==> src/rtl/pause_dim_ctrl.sv <==
// Pause and screen-dim controller: merges user/external pause and fades RGB after idle.
// Define PAUSE_VBLANK_ALIGN_EN to commit user pause entry/exit only on a vblank rising edge.
module pause_dim_ctrl #(
  parameter int unsigned CW          = 8,
  parameter int unsigned NCH         = 3,
  parameter int unsigned NSRC        = 1,
  parameter int unsigned DIM_CYCLES  = 110000000,
  parameter int unsigned STEP_CYCLES = 1,
  parameter int unsigned MAX_DIM     = 1
) (
  input  logic                         clk,
  input  logic                         reset_n,
  input  logic                         btn_pause,
  input  logic [NSRC-1:0]              pause_req,
  input  logic                         vblank,
  input  logic [NCH*CW-1:0]            rgb_in,
  output logic [NCH*CW-1:0]            rgb_out,
  output logic                         pause,
  output logic                         user_paused,
  output logic [$clog2(MAX_DIM+1)-1:0] dim_level
);

  localparam int unsigned DW  = NCH * CW;
  localparam int unsigned DLW = $clog2(MAX_DIM + 1);
  localparam int unsigned TW  = 32;

  localparam logic [TW-1:0]  DIM_LAST  = TW'(DIM_CYCLES - 1);
  localparam logic [TW-1:0]  STEP_LAST = TW'(STEP_CYCLES - 1);
  localparam logic [DLW-1:0] DIM_MAX   = DLW'(MAX_DIM);

  typedef enum logic [2:0] {
    S_RUN        = 3'd0,
    S_WAIT       = 3'd1,
    S_DIM        = 3'd2
`ifdef PAUSE_VBLANK_ALIGN_EN
    ,
    S_ARM_PAUSE  = 3'd3,
    S_ARM_RESUME = 3'd4
`endif
  } state_t;

  state_t          state_q, state_d;
  logic [TW-1:0]   timer_q, timer_d;
  logic [TW-1:0]   step_q, step_d;
  logic [DLW-1:0]  dim_q, dim_d;
  logic            btn_q, btn_d;
  logic            user_paused_q, user_paused_d;
  logic [DW-1:0]   rgb_out_q, rgb_out_d;

  logic            btn_rise_c;
  logic [TW-1:0]   timer_adv_c;
  logic [TW-1:0]   step_adv_c;
  logic [DLW-1:0]  dim_adv_c;
  state_t          paused_state_c;

`ifdef PAUSE_VBLANK_ALIGN_EN
  logic            vblank_q, vblank_d;
  logic            vb_rise_c;
`else
  logic            unused_vblank;
  assign unused_vblank = vblank;
`endif

  // Edge detection against the 1-cycle delayed copies
  always_comb begin
    btn_d      = btn_pause;
    btn_rise_c = btn_pause & ~btn_q;
`ifdef PAUSE_VBLANK_ALIGN_EN
    vblank_d   = vblank;
    vb_rise_c  = vblank & ~vblank_q;
`endif
  end

  // One cycle of idle-timer / fade progression while user pause is in effect
  always_comb begin
    timer_adv_c = timer_q;
    step_adv_c  = step_q;
    dim_adv_c   = dim_q;
    if (dim_q == '0) begin
      if (timer_q == DIM_LAST) begin
        dim_adv_c  = DLW'(1);
        step_adv_c = '0;
      end else begin
        timer_adv_c = timer_q + TW'(1);
      end
    end else if (dim_q != DIM_MAX) begin
      if (step_q == STEP_LAST) begin
        dim_adv_c  = dim_q + DLW'(1);
        step_adv_c = '0;
      end else begin
        step_adv_c = step_q + TW'(1);
      end
    end
    paused_state_c = (dim_adv_c != '0) ? S_DIM : S_WAIT;
  end

  // Next-state logic; any return to RUN clears the fade registers in the same cycle
  always_comb begin
    state_d = state_q;
    timer_d = timer_q;
    step_d  = step_q;
    dim_d   = dim_q;
    case (state_q)
      S_RUN: begin
        if (btn_rise_c) begin
`ifdef PAUSE_VBLANK_ALIGN_EN
          state_d = S_ARM_PAUSE;
`else
          state_d = S_WAIT;
`endif
        end
      end
      S_WAIT, S_DIM: begin
        timer_d = timer_adv_c;
        step_d  = step_adv_c;
        dim_d   = dim_adv_c;
        state_d = paused_state_c;
        if (btn_rise_c) begin
`ifdef PAUSE_VBLANK_ALIGN_EN
          state_d = S_ARM_RESUME;
`else
          state_d = S_RUN;
          timer_d = '0;
          step_d  = '0;
          dim_d   = '0;
`endif
        end
      end
`ifdef PAUSE_VBLANK_ALIGN_EN
      S_ARM_PAUSE: begin
        if (btn_rise_c) begin
          state_d = S_RUN;
        end else if (vb_rise_c) begin
          state_d = S_WAIT;
        end
      end
      S_ARM_RESUME: begin
        timer_d = timer_adv_c;
        step_d  = step_adv_c;
        dim_d   = dim_adv_c;
        if (btn_rise_c) begin
          state_d = paused_state_c;
        end else if (vb_rise_c) begin
          state_d = S_RUN;
          timer_d = '0;
          step_d  = '0;
          dim_d   = '0;
        end
      end
`endif
      default: begin
        state_d = S_RUN;
        timer_d = '0;
        step_d  = '0;
        dim_d   = '0;
      end
    endcase
  end

  // Registered outputs: pause flag from next state, pixel shifted by current level
  always_comb begin
    user_paused_d = (state_d == S_WAIT) || (state_d == S_DIM)
`ifdef PAUSE_VBLANK_ALIGN_EN
                    || (state_d == S_ARM_RESUME)
`endif
                    ;
    rgb_out_d = '0;
    for (int unsigned c = 0; c < NCH; c++) begin
      rgb_out_d[c*CW +: CW] = rgb_in[c*CW +: CW] >> dim_q;
    end
  end

  always_ff @(posedge clk or negedge reset_n) begin
    if (!reset_n) begin
      state_q       <= S_RUN;
      timer_q       <= '0;
      step_q        <= '0;
      dim_q         <= '0;
      btn_q         <= 1'b0;
      user_paused_q <= 1'b0;
      rgb_out_q     <= '0;
`ifdef PAUSE_VBLANK_ALIGN_EN
      vblank_q      <= 1'b0;
`endif
    end else begin
      state_q       <= state_d;
      timer_q       <= timer_d;
      step_q        <= step_d;
      dim_q         <= dim_d;
      btn_q         <= btn_d;
      user_paused_q <= user_paused_d;
      rgb_out_q     <= rgb_out_d;
`ifdef PAUSE_VBLANK_ALIGN_EN
      vblank_q      <= vblank_d;
`endif
    end
  end

  assign rgb_out     = rgb_out_q;
  assign user_paused = user_paused_q;
  assign dim_level   = dim_q;
  assign pause       = user_paused_q | (|pause_req);

endmodule

==> config.mk <==
export PLATFORM = sky130hd
export DESIGN_NAME = pause_dim_ctrl
export DESIGN_NICKNAME = d
export VERILOG_FILES = /design/src/rtl/pause_dim_ctrl.sv
export SDC_FILE = /design/constraint.sdc
export NUM_CORES = 1
export LEC_CHECK = 0
export CAP_MARGIN = 5
export CORE_MARGIN = 5
export CORE_UTILIZATION = 40
export CTS_CLUSTER_DIAMETER = 60
export DETAILED_ROUTE_END_ITERATION = 7
export GPL_TIMING_DRIVEN = 0
export HOLD_SLACK_MARGIN = 0.08
export PLACE_DENSITY = 0.65
export SKIP_CTS_REPAIR_TIMING = 1
export SLEW_MARGIN = 15
export SYNTH_ARGS = -nofsm -noshare
export SYNTH_HDL_FRONTEND = slang
export SYNTH_SLANG_ARGS = --single-unit
==> constraint.sdc <==
create_clock -name clk -period 2.3 [get_ports clk]
set_clock_uncertainty 0.2 [all_clocks]
set_input_delay 0.69 -clock clk [delete_from_list [all_inputs] [get_ports clk]]
set_output_delay 0.69 -clock clk [all_outputs]
set_load 0.01 [all_outputs]
==> flow_summary.html <==
<table>
<tr><th>Metric</th><th>Value</th></tr>
<tr><th colspan="2">Clock tree</th></tr>
<tr><td>Worst-skew pair later-pin latency</td><td>340 ps</td></tr>
<tr><td>TritonCTS clock tree</td><td>yes</td></tr>
<tr><td>Clock transition at the register clock pins on the worst setup and hold paths after CTS</td><td>70 ps</td></tr>
<tr><td>H-tree depth</td><td>3</td></tr>
<tr><td>Clock root buffer</td><td>clkbuf_8</td></tr>
<tr><td>Inserted Clock Buffers</td><td>9</td></tr>
<tr><td>Clock sinks</td><td>62</td></tr>
<tr><td>CTS max path bufs</td><td>2</td></tr>
<tr><th colspan="2">Critical path</th></tr>
<tr><td>Cell depth of the worst flop-to-flop path</td><td>6</td></tr>
<tr><td>Worst path bufs/invs</td><td>2</td></tr>
<tr><td>Worst path max stage delay</td><td>550 ps</td></tr>
<tr><td>Crit-path cells</td><td>buf_2, nand2b_4, buf_6, a311o_2, or4_4, or3_4, a21oi_2</td></tr>
<tr><td>CP Data Required Time</td><td>2370 ps</td></tr>
<tr><td>Standard cell with the maximum stage delay on the critical path</td><td>or4_4</td></tr>
<tr><td>Crit path DAT</td><td>2440 ps</td></tr>
<tr><td>Launching point of the worst reg2reg path</td><td>btn_q</td></tr>
<tr><td>Startpoint Class</td><td>input port</td></tr>
<tr><td>WS Path Type</td><td>input port to flip-flop</td></tr>
<tr><td>Reg2Reg Setup Slack</td><td>-60 ps</td></tr>
<tr><td>CP delay by family, top</td><td>simple AND/OR/NAND/NOR gates</td></tr>
<tr><td>Endpoint class of the critical path</td><td>flip-flop</td></tr>
<tr><td>Endpoint of the lowest-slack register-to-register path</td><td>timer_q[17]</td></tr>
<tr><td>Worst Path Max Fanout</td><td>8</td></tr>
<tr><th colspan="2">Logic synthesis</th></tr>
<tr><td>Synth Net Count</td><td>301</td></tr>
<tr><td>Yosys top cell by area</td><td>dfrtp_1</td></tr>
<tr><td>Share of synthesized area occupied by flip-flops and latches</td><td>53.1%</td></tr>
<tr><td>Number of distinct library cells after synthesis</td><td>46</td></tr>
<tr><td>Number of flip-flops and latches in the synthesized netlist</td><td>62</td></tr>
<tr><td>YS warnings</td><td>0</td></tr>
<tr><td>Post-synthesis area per instance</td><td>10.8 um2</td></tr>
<tr><td>Share of flip-flops with an asynchronous set or reset</td><td>100%</td></tr>
<tr><td>Post-synth EDFFs</td><td>0</td></tr>
<tr><td>Leading post-synthesis cells by cell area</td><td>dfrtp_1, mux2_2, xor2_1</td></tr>
<tr><td>Mapped Area</td><td>0.00292 mm2</td></tr>
<tr><td>Number of instances in the synthesized netlist</td><td>271</td></tr>
<tr><td>Most frequently used flop master after synthesis</td><td>dfrtp_1</td></tr>
<tr><td>Yosys top cell area share</td><td>53.1%</td></tr>
<tr><th colspan="2">Global routing</th></tr>
<tr><td>Most used routing layer</td><td>met2</td></tr>
<tr><td>Met3 track utilization from global routing</td><td>8.05%</td></tr>
<tr><td>Wire length of the first global-routing pass</td><td>11600 um</td></tr>
<tr><td>Met1 Usage GRT</td><td>20.7%</td></tr>
<tr><td>Initial antenna violation count</td><td>0</td></tr>
<tr><td>Met2 routing resource usage after global routing</td><td>23.9%</td></tr>
<tr><td>Total global routing track utilization</td><td>16.7%</td></tr>
<tr><td>Maximum number of pins on one net before global-route repair</td><td>44</td></tr>
<tr><td>Number of global-route vias before repair</td><td>2386</td></tr>
<tr><td>Total global routing overflow</td><td>0</td></tr>
<tr><th colspan="2">Placement</th></tr>
<tr><td>Buffers added on ports</td><td>54</td></tr>
<tr><td>Placed Instance Area</td><td>0.00362 mm2</td></tr>
<tr><td>Routability-driven placement congestion ratio</td><td>0.835</td></tr>
<tr><td>DP Wirelength</td><td>4970 um</td></tr>
<tr><td>Post-Place Worst Slack</td><td>-1150 ps</td></tr>
<tr><th colspan="2">Timing</th></tr>
<tr><td>Total setup violations reported at the end of the flow</td><td>1</td></tr>
<tr><td>Final Hold Fails</td><td>0</td></tr>
<tr><td>Smallest hold slack</td><td>290 ps</td></tr>
<tr><td>Fin crit period</td><td>2370 ps</td></tr>
<tr><td>Max-slew violations</td><td>0</td></tr>
<tr><td>RSZ-0062 raised after global routing</td><td>true</td></tr>
<tr><td>Worst Max-Slew Pin Slew</td><td>844 ps</td></tr>
<tr><td>Final worst path period share</td><td>103%</td></tr>
<tr><td>Achievable frequency</td><td>422 MHz</td></tr>
<tr><td>Final WS setup</td><td>-70.3 ps</td></tr>
<tr><td>Relative slew margins</td><td>43.3%</td></tr>
<tr><th colspan="2">Routing</th></tr>
<tr><td>Via total after detailed routing</td><td>2372</td></tr>
<tr><td>WL per Instance</td><td>15.9 um</td></tr>
<tr><td>Iteration count of the initial detailed-routing pass</td><td>4</td></tr>
<tr><td>Initial DRC count</td><td>133</td></tr>
<tr><td>Remaining number of nets flagged by the antenna check after routing</td><td>0</td></tr>
<tr><td>Count of unresolved DRC violations after routing</td><td>0</td></tr>
<tr><td>Routed wire length</td><td>7090 um</td></tr>
<tr><td>Routed vias/inst</td><td>5.33</td></tr>
<tr><th colspan="2">Floorplanning</th></tr>
<tr><td>Die Area</td><td>0.00911 mm2</td></tr>
<tr><td>Count of boundary I/O pins</td><td>56</td></tr>
<tr><td>Number of core rows</td><td>31</td></tr>
<tr><td>Floorplan Core Area</td><td>0.00718 mm2</td></tr>
<tr><td>Die extent in y</td><td>95.5 um</td></tr>
<tr><td>Horizontal extent of the die</td><td>95.5 um</td></tr>
<tr><td>Starting density of the core</td><td>40.7%</td></tr>
<tr><th colspan="2">Status</th></tr>
<tr><td>Status</td><td>finished, violations left</td></tr>
<tr><td>Failing checks</td><td>setup timing</td></tr>
<tr><th colspan="2">Finish</th></tr>
<tr><td>Final design area excluding fillers</td><td>0.00393 mm2</td></tr>
<tr><td>Area Overhead vs Synth</td><td>34.6%</td></tr>
<tr><td>Nets@finish</td><td>371</td></tr>
<tr><td>Diodes inserted</td><td>0</td></tr>
<tr><td>Share of post-route cells with drive strength above 1</td><td>19.9%</td></tr>
<tr><td>Final core utilization</td><td>54.8%</td></tr>
<tr><th colspan="2">Worst hold path</th></tr>
<tr><td>Capture endpoint of the worst hold path</td><td>user_paused</td></tr>
<tr><td>Hold Crit Class</td><td>flip-flop to flip-flop</td></tr>
<tr><td>Instance count along the most critical hold path</td><td>1</td></tr>
<tr><td>Startpoint of the lowest-slack hold path</td><td>state_q[2]</td></tr>
<tr><th colspan="2">Power and ir drop</th></tr>
<tr><td>IR drop worst, VDD</td><td>0.314 mV</td></tr>
<tr><td>Pwr Density</td><td>578 mW/mm2</td></tr>
<tr><td>Leakage</td><td>1.60 nW</td></tr>
<tr><th colspan="2">Flow run</th></tr>
<tr><td># Max-Cap Violations</td><td>0</td></tr>
</table>
worst max-delay path by stage:
stage | from | to | slack [ps] | cells past startpoint
floorplan | btn_pause | timer_q[17] | -110 | 6
global placement | reset_n | rgb_out[8] | -1740 | 1
detailed placement | btn_pause | timer_q[9] | -1150 | 8
CTS | btn_pause | timer_q[30] | -800 | 8
global route | btn_q | timer_q[17] | -130 | 6
finish | btn_pause | timer_q[17] | -70 | 7
layout make-up:
cell class,count,area (um2)
buffer,10,63.8
clock buffer,11,131
clock inverter,5,50.0
fill,629,3240
inverter,3,11.3
multi-input combinational,196,1400
sequential,62,1560
tap,99,124
timing repair buffer,59,597
through the flow:
step	std cells	power, mW	setup TNS [ps]
after global routing	445	2.36	-305
after CTS	441	2.29	-13980
final	445	2.27	-70.3
after detailed placement	425	1.36	-25150
after floorplan	271	1.22	-635
after global placement	424	1.36	-133100
metal layers:
layer  up-vias  part of all wire, %
met5         -                    0
met2        93                   43
met3        19                   10
met4         0                  2.4
li1       1131                    -
met1      1129                   45
where the power goes:
part,internal (mW),total (mW),switching [mW]
clock network,0.494,0.925,0.431
logic,0.118,0.220,0.101
registers,1.12,1.13,0.0115
total,1.73,2.27,0.544
Yosys cell counts (2+ instances only):
cell,instances
and4_1,3
o21ai_0,10
o21a_1,2
and3_1,5
buf_1,2
nor2b_1,4
nand2_1,13
a31oi_1,3
o31ai_1,5
nand3_1,15
nor4_1,9
a21oi_1,5
or4_1,3
nor4b_1,2
or3_1,4
clkbuf_1,6
nor2_1,29
and2_1,2
nand4_1,14
mux2_2,21
nor3_1,8
inv_1,3
xor2_1,15
xnor2_1,5
dfrtp_1,62
flip-flops by register name (all words and copies together) (netlist names):
name	count
timer_q	32
btn_q	1
rgb_out	24
dim_level	1
user_paused	1
state_q	3
cells in the final DEF (no fill, tap or decap), types with 2 or more instances in the layout:
cell type and instances:
and4_1 3, or3_4 2, nor4_4 2, buf_4 4, nand3_1 14, nor2_1 29
nor4b_1 2, mux2_2 21, clkbuf_8 10, or3_1 2, buf_1 2, dfrtp_1 58
clkinv_2 4, nor3_1 7, inv_1 3, and3_1 5, nor4_1 7, nand2_1 13
nand4_1 14, xor2_1 15, and2_1 2, a31oi_1 3, nand3_2 2, or4_1 2
xnor2_1 5, a21oi_1 4, o21a_1 2, nor2b_1 4, dfrtp_2 4, o31ai_1 5
clkdlybuf4s50_1 50, o21ai_0 10, buf_6 3, clkbuf_1 6
cells by family after synthesis:
kind of cell	count (synthesis)	synth area share, %
adder cells (fa/ha/maj)	1	0.428
other	1	0.128
multiplexers	21	8.09
buffers and inverters	13	1.84
AND/OR/NAND/NOR	121	23.0
AO/OA/AOI/OAI	32	7.37
flip-flops	62	53.1
XOR/XNOR	20	6.00
(Power assumes the default switching activity.)
